===== src/rtl/ext_irq_ctrl_pkg.sv =====
// Shared definitions for the external interrupt controller: register offsets
// and gateway state encoding.
// Optional feature macro: EXT_IRQ_PRIORITY_EN (adds PRIO/THRESH registers).
package ext_irq_ctrl_pkg;

    localparam logic [7:0] EXT_IRQ_PENDING_OFF = 8'h00;
    localparam logic [7:0] EXT_IRQ_ENABLE_OFF  = 8'h04;
    localparam logic [7:0] EXT_IRQ_TYPE_OFF    = 8'h08;
    localparam logic [7:0] EXT_IRQ_CLAIM_OFF   = 8'h0C;
    localparam logic [7:0] EXT_IRQ_PRIO_OFF    = 8'h10;
    localparam logic [7:0] EXT_IRQ_THRESH_OFF  = 8'h14;

    typedef enum logic [1:0] {
        GW_IDLE  = 2'd0,
        GW_PEND  = 2'd1,
        GW_INSVC = 2'd2
    } gw_state_t;

    // Word-aligned byte offset from the decoded address bits adr[7:2].
    function automatic logic [7:0] word_off(input logic [5:0] adr_w);
        return {adr_w, 2'b00};
    endfunction

endpackage


===== src/rtl/ext_irq_ctrl_gateway.sv =====
// Per-source interrupt gateway: 2-flop synchroniser, rising-edge detect,
// IDLE/PEND/INSVC state machine and a 1-deep 'again' flag for edge sources.
// Unaffected by the EXT_IRQ_PRIORITY_EN macro.
module ext_irq_ctrl_gateway
    import ext_irq_ctrl_pkg::*;
(
    input  logic clk,
    input  logic rstn,
    input  logic i_irq,
    input  logic i_type,      // 1 = edge, 0 = level
    input  logic i_claim,
    input  logic i_complete,
    output logic o_pend,
    output logic o_insvc
);

    logic      r_sync0, r_sync1, r_sync_d;
    logic      r_again, w_again_nxt;
    gw_state_t r_state, w_state_nxt;
    logic      w_edge;

    assign w_edge  = i_type & r_sync1 & ~r_sync_d;
    assign o_pend  = (r_state == GW_PEND);
    assign o_insvc = (r_state == GW_INSVC);

    // Synchronise the asynchronous line and keep a delayed copy for edge detection.
    always_ff @(posedge clk or negedge rstn) begin
        if (!rstn) begin
            r_sync0  <= 1'b0;
            r_sync1  <= 1'b0;
            r_sync_d <= 1'b0;
        end else begin
            r_sync0  <= i_irq;
            r_sync1  <= r_sync0;
            r_sync_d <= r_sync1;
        end
    end

    // Gateway state and 'again' flag registers.
    always_ff @(posedge clk or negedge rstn) begin
        if (!rstn) begin
            r_state <= GW_IDLE;
            r_again <= 1'b0;
        end else begin
            r_state <= w_state_nxt;
            r_again <= w_again_nxt;
        end
    end

    // Next-state logic; a held 'again' re-pends the source one cycle after completion.
    always_comb begin
        w_state_nxt = r_state;
        w_again_nxt = r_again & i_type;
        case (r_state)
            GW_IDLE: begin
                if (r_again || w_edge || (!i_type && r_sync1)) begin
                    w_state_nxt = GW_PEND;
                    w_again_nxt = 1'b0;
                end
            end
            GW_PEND: begin
                if (i_claim)
                    w_state_nxt = GW_INSVC;
                else if (!i_type && !r_sync1)
                    w_state_nxt = GW_IDLE;
                if (w_edge)
                    w_again_nxt = 1'b1;
            end
            GW_INSVC: begin
                if (i_complete)
                    w_state_nxt = GW_IDLE;
                if (w_edge)
                    w_again_nxt = 1'b1;
            end
            default: begin
                w_state_nxt = GW_IDLE;
                w_again_nxt = 1'b0;
            end
        endcase
    end

endmodule


===== src/rtl/ext_irq_ctrl.sv =====
// Wishbone-slave external interrupt controller: register file, winner
// arbitration, single-cycle bus acknowledge and the registered meip output.
// Optional feature macro: EXT_IRQ_PRIORITY_EN adds per-source priority (PRIO)
// and a threshold (THRESH); PRIO packs 4 bits per source, so with the macro
// NUM_SRC*4 must not exceed WB_DATA_LEN.
module ext_irq_ctrl
    import ext_irq_ctrl_pkg::*;
#(
    parameter int NUM_SRC     = 8,
    parameter int WB_DATA_LEN = 32,
    parameter int ADDR_LEN    = 32,
    parameter int ID_W        = 5
) (
    input  logic                     clk,
    input  logic                     rstn,
    input  logic                     wb_cyc_i,
    input  logic                     wb_stb_i,
    input  logic                     wb_we_i,
    input  logic [ADDR_LEN-1:0]      wb_adr_i,
    input  logic [WB_DATA_LEN-1:0]   wb_dat_i,
    input  logic [WB_DATA_LEN/8-1:0] wb_sel_i,
    output logic                     wb_ack_o,
    output logic [WB_DATA_LEN-1:0]   wb_dat_o,
    input  logic [NUM_SRC-1:0]       irq_i,
    output logic                     meip_o
);

    logic                   r_ack;
    logic [WB_DATA_LEN-1:0] r_dat;
    logic [NUM_SRC-1:0]     r_enable;
    logic [NUM_SRC-1:0]     r_type;
    logic                   r_meip;

    logic                   w_access;
    logic [7:0]             w_off;
    logic                   w_claim_rd;
    logic                   w_cpl_wr;
    logic [NUM_SRC-1:0]     w_pend, w_insvc, w_elig, w_claim, w_complete;
    logic [ID_W-1:0]        w_win_id;
    logic [WB_DATA_LEN-1:0] w_rdata, w_wmask;
    logic                   w_unused;

    assign w_access   = wb_cyc_i & wb_stb_i & ~r_ack;
    assign w_off      = word_off(wb_adr_i[7:2]);
    assign w_claim_rd = w_access & ~wb_we_i & (w_off == EXT_IRQ_CLAIM_OFF) & (w_win_id != '0);
    assign w_cpl_wr   = w_access & wb_we_i & (w_off == EXT_IRQ_CLAIM_OFF);
    assign w_unused   = ^{wb_adr_i[ADDR_LEN-1:8], wb_adr_i[1:0]};

    assign wb_ack_o = r_ack;
    assign wb_dat_o = r_dat;
    assign meip_o   = r_meip;

    for (genvar k = 0; k < NUM_SRC; k++) begin : g_gw
        // Complete only reaches a source that is in service; ID 0 or out of range matches nothing.
        assign w_claim[k]    = w_claim_rd & (w_win_id == ID_W'(k + 1));
        assign w_complete[k] = w_cpl_wr & w_insvc[k] & (wb_dat_i == WB_DATA_LEN'(k + 1));

        ext_irq_ctrl_gateway u_gw (
            .clk        (clk),
            .rstn       (rstn),
            .i_irq      (irq_i[k]),
            .i_type     (r_type[k]),
            .i_claim    (w_claim[k]),
            .i_complete (w_complete[k]),
            .o_pend     (w_pend[k]),
            .o_insvc    (w_insvc[k])
        );
    end

`ifdef EXT_IRQ_PRIORITY_EN
    logic [2:0] r_prio [NUM_SRC];
    logic [2:0] r_thresh;
    logic [2:0] w_best;

    // Priority and threshold registers; priorities reset to 1 so reset behaviour matches the fixed build.
    always_ff @(posedge clk or negedge rstn) begin
        if (!rstn) begin
            for (int k = 0; k < NUM_SRC; k++) r_prio[k] <= 3'd1;
            r_thresh <= 3'd0;
        end else if (w_access && wb_we_i) begin
            if (w_off == EXT_IRQ_PRIO_OFF) begin
                for (int k = 0; k < NUM_SRC; k++)
                    if (wb_sel_i[k/2]) r_prio[k] <= wb_dat_i[4*k +: 3];
            end
            if (w_off == EXT_IRQ_THRESH_OFF && wb_sel_i[0])
                r_thresh <= wb_dat_i[2:0];
        end
    end

    // Winner: highest priority above threshold, ties resolved to the lowest ID.
    always_comb begin
        w_win_id = '0;
        w_best   = 3'd0;
        w_elig   = '0;
        for (int k = 0; k < NUM_SRC; k++) begin
            w_elig[k] = w_pend[k] & r_enable[k] & (r_prio[k] > r_thresh);
            if (w_elig[k] && (w_win_id == '0 || r_prio[k] > w_best)) begin
                w_win_id = ID_W'(k + 1);
                w_best   = r_prio[k];
            end
        end
    end
`else
    // Winner: lowest-numbered pending and enabled source.
    always_comb begin
        w_elig   = w_pend & r_enable;
        w_win_id = '0;
        for (int k = NUM_SRC - 1; k >= 0; k--)
            if (w_elig[k]) w_win_id = ID_W'(k + 1);
    end
`endif

    // Read multiplexer and byte-lane write mask.
    always_comb begin
        w_rdata = '0;
        w_wmask = '0;
        for (int b = 0; b < WB_DATA_LEN / 8; b++)
            w_wmask[8*b +: 8] = {8{wb_sel_i[b]}};
        case (w_off)
            EXT_IRQ_PENDING_OFF: w_rdata = WB_DATA_LEN'(w_pend);
            EXT_IRQ_ENABLE_OFF:  w_rdata = WB_DATA_LEN'(r_enable);
            EXT_IRQ_TYPE_OFF:    w_rdata = WB_DATA_LEN'(r_type);
            EXT_IRQ_CLAIM_OFF:   w_rdata = WB_DATA_LEN'(w_win_id);
`ifdef EXT_IRQ_PRIORITY_EN
            EXT_IRQ_PRIO_OFF: begin
                for (int k = 0; k < NUM_SRC; k++)
                    w_rdata[4*k +: 4] = {1'b0, r_prio[k]};
            end
            EXT_IRQ_THRESH_OFF:  w_rdata = WB_DATA_LEN'(r_thresh);
`endif
            default:             w_rdata = '0;
        endcase
    end

    // Bus access: one-cycle ack, read data capture, ENABLE/TYPE writes.
    always_ff @(posedge clk or negedge rstn) begin
        if (!rstn) begin
            r_ack    <= 1'b0;
            r_dat    <= '0;
            r_enable <= '0;
            r_type   <= '0;
        end else begin
            r_ack <= w_access;
            r_dat <= (w_access && !wb_we_i) ? w_rdata : '0;
            if (w_access && wb_we_i) begin
                if (w_off == EXT_IRQ_ENABLE_OFF)
                    r_enable <= NUM_SRC'((WB_DATA_LEN'(r_enable) & ~w_wmask) | (wb_dat_i & w_wmask));
                if (w_off == EXT_IRQ_TYPE_OFF)
                    r_type <= NUM_SRC'((WB_DATA_LEN'(r_type) & ~w_wmask) | (wb_dat_i & w_wmask));
            end
        end
    end

    // Registered meip, one cycle behind the gateway states.
    always_ff @(posedge clk or negedge rstn) begin
        if (!rstn) r_meip <= 1'b0;
        else       r_meip <= |w_elig;
    end

endmodule

===== config.mk =====
export PLATFORM = sky130hd
export DESIGN_NAME = ext_irq_ctrl
export DESIGN_NICKNAME = d
export VERILOG_FILES = /design/src/rtl/ext_irq_ctrl_pkg.sv /design/src/rtl/ext_irq_ctrl_gateway.sv /design/src/rtl/ext_irq_ctrl.sv
export SDC_FILE = /design/constraint.sdc
export NUM_CORES = 1
export LEC_CHECK = 0
export ABC_AREA = 1
export CORE_ASPECT_RATIO = 1.75
export CORE_MARGIN = 1.5
export CORE_UTILIZATION = 45
export DETAILED_ROUTE_END_ITERATION = 8
export GPL_TIMING_DRIVEN = 1
export PLACE_DENSITY_LB_ADDON = 0.25
export SYNTH_ARGS = -nofsm -noshare
export SYNTH_HDL_FRONTEND = slang
export SYNTH_SLANG_ARGS = --single-unit

===== constraint.sdc =====
create_clock -name clk -period 3.1 [get_ports clk]
set_input_delay 0.465 -clock clk [delete_from_list [all_inputs] [get_ports clk]]
set_output_delay 0.465 -clock clk [all_outputs]
set_load 0.01 [all_outputs]

==> metrics.cfg, run 1 <==
[grt]
grt_use_total=0.207
grt_start_max_net_pins=75
grt.overflow.total=0
grt_pass1_wl_um=16300
antenna_found_initial=0
grt_pass1_vias=3612

[yosys]
synth_warnings=0
synthTopCellsByArea=dfrtp_1 43%, nand2_1 12%, ha_1 9.4%
synth_edf_count=0
yosys-top-cells-count=131 x nand2_1, 76 x inv_1, 74 x dfrtp_1
synth-async-reset-ratio=1.00
synth_area_leader_cell=dfrtp_1
synth_flop_cell=dfrtp_1
synth_most_common_cell=nand2_1
syn_area_per_cell_um2=8.08
ys_seq_area_frac=0.434
netlist_area_mm2=0.00427
netlist.area_leader.share=0.434
yosys_register_bits=74
syn_inst=528
ys_types=32

[clocking]
postCtsSetupBuffers=0
cts_resized=0
path_clk_slew_ns=0.05
numCtsBuffers=9
clk_latency_ns=0.33
hold_buffers=0
ctsLongestPathBuffers=2
htreeDepth=3
cts.sinks=74
tritoncts=done
cts_root_buf=clkbuf_16

[route]
wirelength_um=9520
drc=0
wl_per_cell_um=13.2
drtAntennaViolNets=0
viasPerCell=4.89
vias=3524
dr.pass1.iters=5
drt_iter0_markers=193

[final_layout]
final_nets=711
n_fill_cell=844
drive_gt1_frac=0.0699
areaGrowthSynthToFinish_pct=21.6
diodes=0

[power_and_ir_drop]
internal_power_mw=1.86
combPwrFrac=0.233
swShare=0.303
ir_worst_vdd_mv=0.307
power.density_mw_per_mm2=513
power_leakage_nw=2.52
power.switching_mw=0.807
seqPwrFrac=0.420
p_clk_frac=0.347

[worst_setup_path]
path_cells=clkdlybuf4s50_1 > inv_1 > nand4_1 > clkinv_1 > nand2_1 > nand2_1 > o21ai_1
required_ns=3.35
crit_top_cell=nand2_1
slowest_delay_ns=0.61
critPathKind=primary input to register
critPathLaunchType=primary input
crit_path_end_kind=register
crit_arrival_ns=2.30
cpMaxStageDelayCell=nand2_1
worstPathMaxFanout=16

[timing]
fin_skew_ns=0.00264
rsz0062_at_grt=false
drv_slew=0
fin_crit_ns=2.05
finalSetupViolations=0
max_freq_ghz=0.487
slew_headroom=0.379
finalHoldViolCount=0
post-route-period-util=0.662
tns_ns=0
tightestPinTransition_ns=0.931
fin_hold_ws_ns=0.245

[floorplan]
coreArea_mm2=0.00915
die_area_mm2=0.0101
io_pins=115
num_rows=46
die_h_um=132
die_w_um=76.6
initial_core_util=0.466

[placed_design]
hpwl_um=7350
gp_congestion=0.950
io_buffers=61

[worst_hold_path]
min_path_type=primary input to async pin

[run_status]
status=finished, final reports clean

[job]
cap_viol_max_count=0

## layer usage
metal  share of wire  routed length (µm)  vias up  track usage
met5               0                   0        -            0
met2            0.55                5230      123        0.386
met1            0.37                3510     1615        0.213
met4           0.035                 331        0        0.126
met3           0.047                 445       23       0.0311
li1                -                   -     1763            -
## cell families after synthesis
kind of cell | Yosys count | synth area share
and+or+nand+nor | 256 | 0.275
buffers and inverters | 104 | 0.113
AOI/OAI and AO/OA | 61 | 0.0833
DFF | 74 | 0.434
adders and majority gates | 32 | 0.0938
other | 1 | 0.000879
## layout make-up
cell class | count | area [µm²] | area share
clock buffers | 11 | 243 | 0.0468
well taps | 120 | 150 | 0.0289
flip-flops and latches | 74 | 1850 | 0.357
repair buffers | 62 | 616 | 0.119
inverters | 78 | 293 | 0.0564
clock inverters | 3 | 17.5 | 0.00338
multi-input cells | 373 | 2020 | 0.389
## power groups by stage
stage / Clock, mW / Sequential [mW] / Combinational [mW]
after detailed placement: 0 / 1.14 / 0.621
final: 0.923 / 1.12 / 0.620
after global routing: 0.988 / 1.13 / 0.716
after global placement: 0 / 1.13 / 0.601
after CTS: 0.944 / 1.12 / 0.627
after floorplan: 0 / 1.12 / 0.446
## cells in the final DEF, fill, tap and decap left out, types with 6 or more instances in the layout
cell type        netlist  layout
nor2_2                 8       8
nor3b_1               10      10
nor3_1                 6       6
inv_1                 76      76
ha_1                  32      32
clkbuf_16              0       9
dfrtp_1               74      74
nand4_1               11      11
conb_1                 1      24
a21oi_1               23      23
nand3_1               20      20
clkdlybuf4s50_1        0      60
o21ai_1               19      19
nor2_1                51      51
a21oi_2                7       7
nand2_1              131     131
## path summary, 6_finish.rpt
path	start	endpoint	slack, ns	cells after the start
min reg2reg	g_gw[5].u_gw.r_sync0	g_gw[5].u_gw.r_sync1	0.35	0
max in group asynchronous	rstn	g_gw[5].u_gw.r_sync_d	2.21	1
min	rstn	g_gw[0].u_gw.r_sync1	0.24	1
max reg2reg	g_gw[2].u_gw.r_state[1]	g_gw[4].u_gw.r_state[1]	1.05	12
min in group clk	g_gw[5].u_gw.r_sync0	g_gw[5].u_gw.r_sync1	0.35	0
max	wb_adr_i[3]	register	1.05	7
## worst max-delay path, delay by kind of cell
| kind | cells | cell delay [ns] |
|---|---|---|
| AO/OA/AOI/OAI | 1 | 0.11 |
| AND/OR/NAND/NOR | 3 | 0.82 |
| buffers and inverters | 3 | 0.90 |
## through the flow
step	utilization	area, µm²	setup slack (ns)	total power [mW]	cells
finish	0.567	5190	1.05	2.66	721
CTS	0.567	5190	1.05	2.69	721
floorplan	-	4350	1.48	1.57	551
global placement	0.539	4930	0.811	1.73	707
global route	0.567	5190	0.818	2.84	721
detailed placement	0.539	4930	0.757	1.76	707
No activity file was read; power rests on OpenSTA's default activity.
==> run 2, diff against run 1 <==
--- a/config.mk
+++ b/config.mk
@@ -8,7 +8,7 @@
 export ABC_AREA = 1
 export CORE_ASPECT_RATIO = 1.75
 export CORE_MARGIN = 1.5
-export CORE_UTILIZATION = 45
+export CORE_UTILIZATION = 44
 export DETAILED_ROUTE_END_ITERATION = 8
 export GPL_TIMING_DRIVEN = 1
 export PLACE_DENSITY_LB_ADDON = 0.25
==> constraint.sdc (replaced) <==
create_clock -name clk -period 1.8 [get_ports clk]
set_input_delay 0.27 -clock clk [delete_from_list [all_inputs] [get_ports clk]]
set_output_delay 0.27 -clock clk [all_outputs]
set_load 0.01 [all_outputs]
==> run 2 against run 1 <==
Net effect: register-to-register slack got worse by 0.99 ns; cell count rose by 12%; first-iteration DRC count is 4.1% lower; core utilization rose by 8.1 points; sequential power grew 72%; flip-flop and latch count unchanged; combinational power rose by 150%; count of clock-buffer cells in the layout up 1; highest routed layer unchanged.
==> metrics.cfg, run 2 (synthesized netlist as in run 1, its figures left out) <==
[placed_design]
dpl.cell_count=775  ; +9.6%
hpwl_um=8180  ; +11%
io_buffers=61  ; unchanged
post-place-ws_ns=-0.290  ; -1.05 ns
gp_congestion=0.911  ; -4.1%
postPlaceCellArea_mm2=0.00545  ; +11%

[floorplan]
initial_core_util=0.451  ; -0.0156
die_w_um=77.4  ; +1.1%
die_h_um=133  ; +1.1%
num_rows=47  ; +2.2%
die_area_mm2=0.0103  ; +2.2%
io_pins=115  ; unchanged
coreArea_mm2=0.00947  ; +3.5%

[clocking]
numCtsBuffers=9  ; unchanged
cts.sinks=74  ; unchanged
path_clk_slew_ns=0.06  ; about the same
tritoncts=done
ctsLongestPathBuffers=2  ; unchanged
cts_root_buf=clkbuf_16
clk_latency_ns=0.34  ; about the same
htreeDepth=3  ; unchanged

[route]
wl_per_cell_um=13.5  ; +2.3%
vias=3855  ; +9.4%
wirelength_um=10900  ; +15%
drt_iter0_markers=185  ; -4.1%
dr.pass1.iters=4  ; -1
drtAntennaViolNets=0  ; unchanged
viasPerCell=4.77  ; -2.4%
drc=0  ; unchanged

[final_layout]
layout_commonest_cell=nand2_1
post-route-util=0.648  ; +0.0806
final_area_mm2=0.00613  ; +18%
areaGrowthSynthToFinish_pct=43.7
diodes=0  ; unchanged
layout_common_cells=116 x nand2_1, 81 x buf_4, 74 x dfrtp_1
final_cells=808  ; +12%
drive_gt1_frac=0.241  ; +0.171
final_nets=794  ; +12%

[grt]
grt_use_total=0.219  ; +0.0120
grt_pass1_vias=3843  ; +6.4%
grt_start_max_net_pins=44  ; -41%
antenna_found_initial=0  ; unchanged
grt_pass1_wl_um=17300  ; +6.5%
grt.overflow.total=0  ; unchanged

[timing]
fin_skew_ns=0.00836  ; +0.00572 ns
drv_slew=0  ; unchanged
post-route-period-util=0.966
fin_crit_ns=1.74
finalHoldViolCount=0  ; unchanged
max_freq_ghz=0.575
timing.final.ws_setup_ns=0.0604  ; -0.988 ns
finalSetupViolations=0  ; unchanged
rsz0062_at_grt=true

[worst_setup_path]
critPathLaunchType=register
r2r_cells=11  ; -1
crit_arrival_ns=1.97  ; -0.33 ns
critPathKind=register to register
worstPathMaxFanout=5  ; -11
required_ns=2.03  ; -1.32 ns
crit_path_end_kind=register

[power_and_ir_drop]
power.density_mw_per_mm2=899  ; +75%
ir_worst_vdd_mv=0.516  ; +68%
power_leakage_nw=3.00  ; +19%

[worst_hold_path]
hold_depth=0
min_path_type=register to register

[run_status]
status=finished, final reports clean

[job]
cap_viol_max_count=0  ; unchanged

## run 2: changes by cell type in the layout (fill, tap and decap cells not counted), sizes merged
cell and change:
buf +82, bufinv +3, clkbuf +1, clkinv -1
clkinvlp -1, dlygate4sd3 +1
## run 2: routing by layer
metal  track usage  vias to the layer above  share of wire
met3        0.0521                       19          0.043
met1         0.229                     1789           0.39
met5             0                        -              0
met4         0.105                        0          0.024
met2         0.403                      101           0.55
li1              -                     1946              -
## run 2: power by group
part / total [mW] / switching, mW / leakage (nW) / internal, mW
sequential: 1.93 / 0.127 / 0.960 / 1.80
combinational: 1.52 / 0.786 / 1.87 / 0.730
clock: 2.07 / 0.674 / 0.167 / 1.39
total: 5.51 / 1.59 / 3.00 / 3.93
## run 2: cell type report
class,count,area [µm²]
multi-input combinational,373,2220
inverter,78,293
fill,793,3340
clock buffer,12,246
clock inverter,4,98.8
sequential,74,1850
timing repair buffer,145,1270
tap,122,153
## run 2: worst paths after layout
kind | start | to | slack [ns]
min in group asynchronous | rstn | g_gw[0].u_gw.r_sync0 | 0.40
hold reg to reg | g_gw[2].u_gw.r_sync0 | g_gw[2].u_gw.r_sync1 | 0.35
setup / recovery | g_gw[1].u_gw.r_state[0] | g_gw[3].u_gw.r_state[0] | 0.06
setup reg to reg | g_gw[1].u_gw.r_state[0] | g_gw[3].u_gw.r_state[0] | 0.06
max in group asynchronous | rstn | g_gw[1].u_gw.r_sync1 | 0.81
hold / removal | g_gw[2].u_gw.r_sync0 | g_gw[2].u_gw.r_sync1 | 0.35
## run 2: stage by stage
step / total power [mW] / TNS (ns) / hold slack (ns)
floorplan: 2.70 / 0 / -0.0256
detailed placement: 3.25 / -4.35 / 0.237
finish: 5.51 / 0 / 0.347
global placement: 3.19 / -3.49 / 0.229
CTS: 5.38 / 0 / 0.348
global route: 5.81 / -0.240 / 0.351
## run 2: critical path, stage by stage (launching register included)
cell and delay, ns:
dfrtp_1 0.41, ha_4 0.19, nand2_4 0.08, nand2_4 0.06, nor2_4 0.13, nand2_2 0.09, nor2_4 0.17, nand4_1 0.15
nand2_1 0.12, nand2_1 0.08, nand2_1 0.08, nand2_1 0.05
## run 2: timing repair
item                                   in CTS  in global routing
endpoints found under the hold margin      31                  0
pin swaps                                   7                 13
hold buffers                                1                  0
gates resized for setup                    10                 46
setup endpoints to repair                  15                 17
setup buffers                               2                 14
==> run 3, diff against run 2 <==
--- a/config.mk
+++ b/config.mk
@@ -8,7 +8,7 @@
 export ABC_AREA = 1
 export CORE_ASPECT_RATIO = 1.75
 export CORE_MARGIN = 1.5
-export CORE_UTILIZATION = 44
+export CORE_UTILIZATION = 45
 export DETAILED_ROUTE_END_ITERATION = 8
 export GPL_TIMING_DRIVEN = 1
 export PLACE_DENSITY_LB_ADDON = 0.25
==> constraint.sdc (replaced) <==
create_clock -name clk -period 2.2 [get_ports clk]
set_input_delay 0.33 -clock clk [delete_from_list [all_inputs] [get_ports clk]]
set_output_delay 0.33 -clock clk [all_outputs]
set_load 0.01 [all_outputs]
==> run 3 against run 2 <==
Net effect: routed wire length fell by 11%; power fell by 27%; first-iteration DRC count rose by 1.1%; design area fell by 13%; clock skew fell by 0.0034 ns; sequential power fell by 18%; sequential share of layout area rose by 4.4 points; non-clock buffer count fell by 70; combinational power fell by 42%; worst hold slack improved by 0.00074 ns; critical path depth rose by 1; die area fell by 2.2%; critical path type unchanged; largest power group is now sequential cells.
==> metrics.cfg, run 3 (synthesized netlist as in run 1, its figures left out) <==
[job]
cap_viol_max_count=0  ; unchanged

[worst_setup_path]
worstPathMaxFanout=5  ; unchanged
path_cells=inv_1 > ha_1 > nand2_1 > nand2_1 > nor2_2 > nand2_1 > nor2_4 > nand4_1 > nand2_1 > nand2_1 > nand2_1 > nand2_1
crit_arrival_ns=2.25  ; +0.28 ns
critPathKind=register to register
crit_path_end_kind=register
worstPathBufferInverterCount=1  ; +1
required_ns=2.43  ; +0.40 ns
critPathTopFamily=simple AND/OR/NAND/NOR gates
cpMaxStageDelayCell=dfrtp_1
slowest_delay_ns=0.40  ; about the same
r2r_cells=12  ; +1
crit_top_cell=nand2_1
path_depth=12  ; +1
critPathLaunchType=register

[route]
viasPerCell=4.90  ; +2.7%
top_layer=met4
dr.pass1.iters=4  ; unchanged
wl_met3_um=434  ; -7.9%
wl_met2_um=5290  ; -11%
wl_per_cell_um=13.2  ; -2.5%
drt-met1-wl_um=3540  ; -16%
vias=3607  ; -6.4%
drt_iter0_markers=187  ; +1.1%
wirelength_um=9690  ; -11%
drc=0  ; unchanged
drtAntennaViolNets=0  ; unchanged

[power_and_ir_drop]
internal_power_mw=2.84  ; -28%
seqPwrFrac=0.394  ; +0.044
power.switching_mw=1.16  ; -27%
combPwrFrac=0.222  ; -0.053
swShare=0.290  ; +0.00205
power_mw=4.00  ; -27%
ir_worst_vdd_mv=0.455  ; -12%
power_leakage_nw=2.61  ; -13%
power.density_mw_per_mm2=747  ; -17%
p_clk_frac=0.384  ; +0.009

[clocking]
ctsLongestPathBuffers=2  ; unchanged
clk_latency_ns=0.34  ; about the same
cts.sinks=74  ; unchanged
htreeDepth=3  ; unchanged
path_clk_slew_ns=0.06  ; about the same
tritoncts=done
cts_root_buf=clkbuf_16
numCtsBuffers=9  ; unchanged

[placed_design]
io_buffers=61  ; unchanged
gp_congestion=0.935  ; +2.6%
hpwl_um=7750  ; -5.2%

[timing]
finalHoldViolCount=0  ; unchanged
finalSetupViolations=0  ; unchanged
fin_crit_ns=2.02  ; +0.277 ns
fin_skew_ns=0.00493  ; -0.00343 ns
tns_ns=0  ; unchanged
rsz0062_at_grt=false
drv_slew=0  ; unchanged
max_freq_ghz=0.496  ; -14%
post-route-period-util=0.917  ; -0.0496

[final_layout]
layout_common_cells=131 x nand2_1, 75 x inv_1, 74 x dfrtp_1
layout.area.seq_mm2=0.00185  ; unchanged
final_nets=724  ; -8.8%
multi_input_area_mm2=0.00202  ; -9.0%
drive_gt1_frac=0.0909  ; -0.150
layout_commonest_cell=nand2_1
areaGrowthSynthToFinish_pct=25.5
n_fill_cell=855  ; +7.8%
diodes=0  ; unchanged

[worst_hold_path]
min_path_type=register to register
hold_depth=0  ; unchanged

[grt]
grt_pass1_wl_um=16700  ; -3.7%
grt_use_total=0.215  ; -0.00416
grt_start_max_net_pins=32  ; -27%
antenna_found_initial=0  ; unchanged
grt_pass1_vias=3690  ; -4.0%
grt.overflow.total=0  ; unchanged

[run_status]
status=finished, final reports clean

[floorplan]
die_area_mm2=0.0101  ; -2.2%
num_rows=46  ; -2.1%
io_pins=115  ; unchanged
coreArea_mm2=0.00915  ; -3.3%
die_h_um=132  ; -1.1%
initial_core_util=0.466  ; +0.0156
die_w_um=76.6  ; -1.1%

-- run 3: per-stage QoR --
step / utilization / std cells / hold slack, ns / cell area, µm² / setup WS [ns]
after detailed placement: 0.549 / 718 / 0.299 / 5020 / 0.0717
final: 0.585 / 736 / 0.348 / 5350 / 0.183
after global placement: 0.549 / 718 / 0.290 / 5020 / 0.112
after floorplan: - / 551 / 0.0344 / 4350 / 0.575
after CTS: 0.584 / 735 / 0.349 / 5350 / 0.146
after global routing: 0.585 / 736 / 0.355 / 5350 / 0.00154
-- run 3: worst paths after layout --
path,start,endpoint,slack [ns]
max in group asynchronous,rstn,async pin,1.12
hold / removal,g_gw[6].u_gw.r_sync0,g_gw[6].u_gw.r_sync1,0.35
setup / recovery,g_gw[2].u_gw.r_state[1],g_gw[3].u_gw.r_state[0],0.18
min in group asynchronous,rstn,g_gw[0].u_gw.r_state[0],0.48
setup reg to reg,g_gw[2].u_gw.r_state[1],g_gw[3].u_gw.r_state[0],0.18
hold reg to reg,g_gw[6].u_gw.r_sync0,g_gw[6].u_gw.r_sync1,0.35
-- run 3: area by class of cell --
class / count / share of cell area
timing repair buffer: 75 / 0.136
tap: 120 / 0.0281
clock inverter: 5 / 0.0147
multi-input combinational: 373 / 0.377
inverter: 78 / 0.0547
sequential: 74 / 0.346
clock buffer: 11 / 0.0435
-- run 3: power by group through the flow --
stage                     Combinational (mW)  Clock, mW  Sequential (mW)
final                                  0.888       1.53             1.58
after global routing                    1.03       1.62             1.59
after CTS                              0.895       1.56             1.58
after detailed placement               0.885          0             1.60
after global placement                 0.858          0             1.59
after floorplan                        0.628          0             1.58
-- run 3: per-layer routing --
layer,vias up,global-route usage
met5,-,0
met2,118,0.395
li1,1797,-
met3,27,0.0436
met1,1665,0.222
met4,0,0.121
-- run 3: what timing repair did --
action,CTS,global route
endpoints found under the hold margin,28,0
setup buffers,0,1
hold buffers,1,0
setup endpoints to repair,0,7
resized for setup,0,1
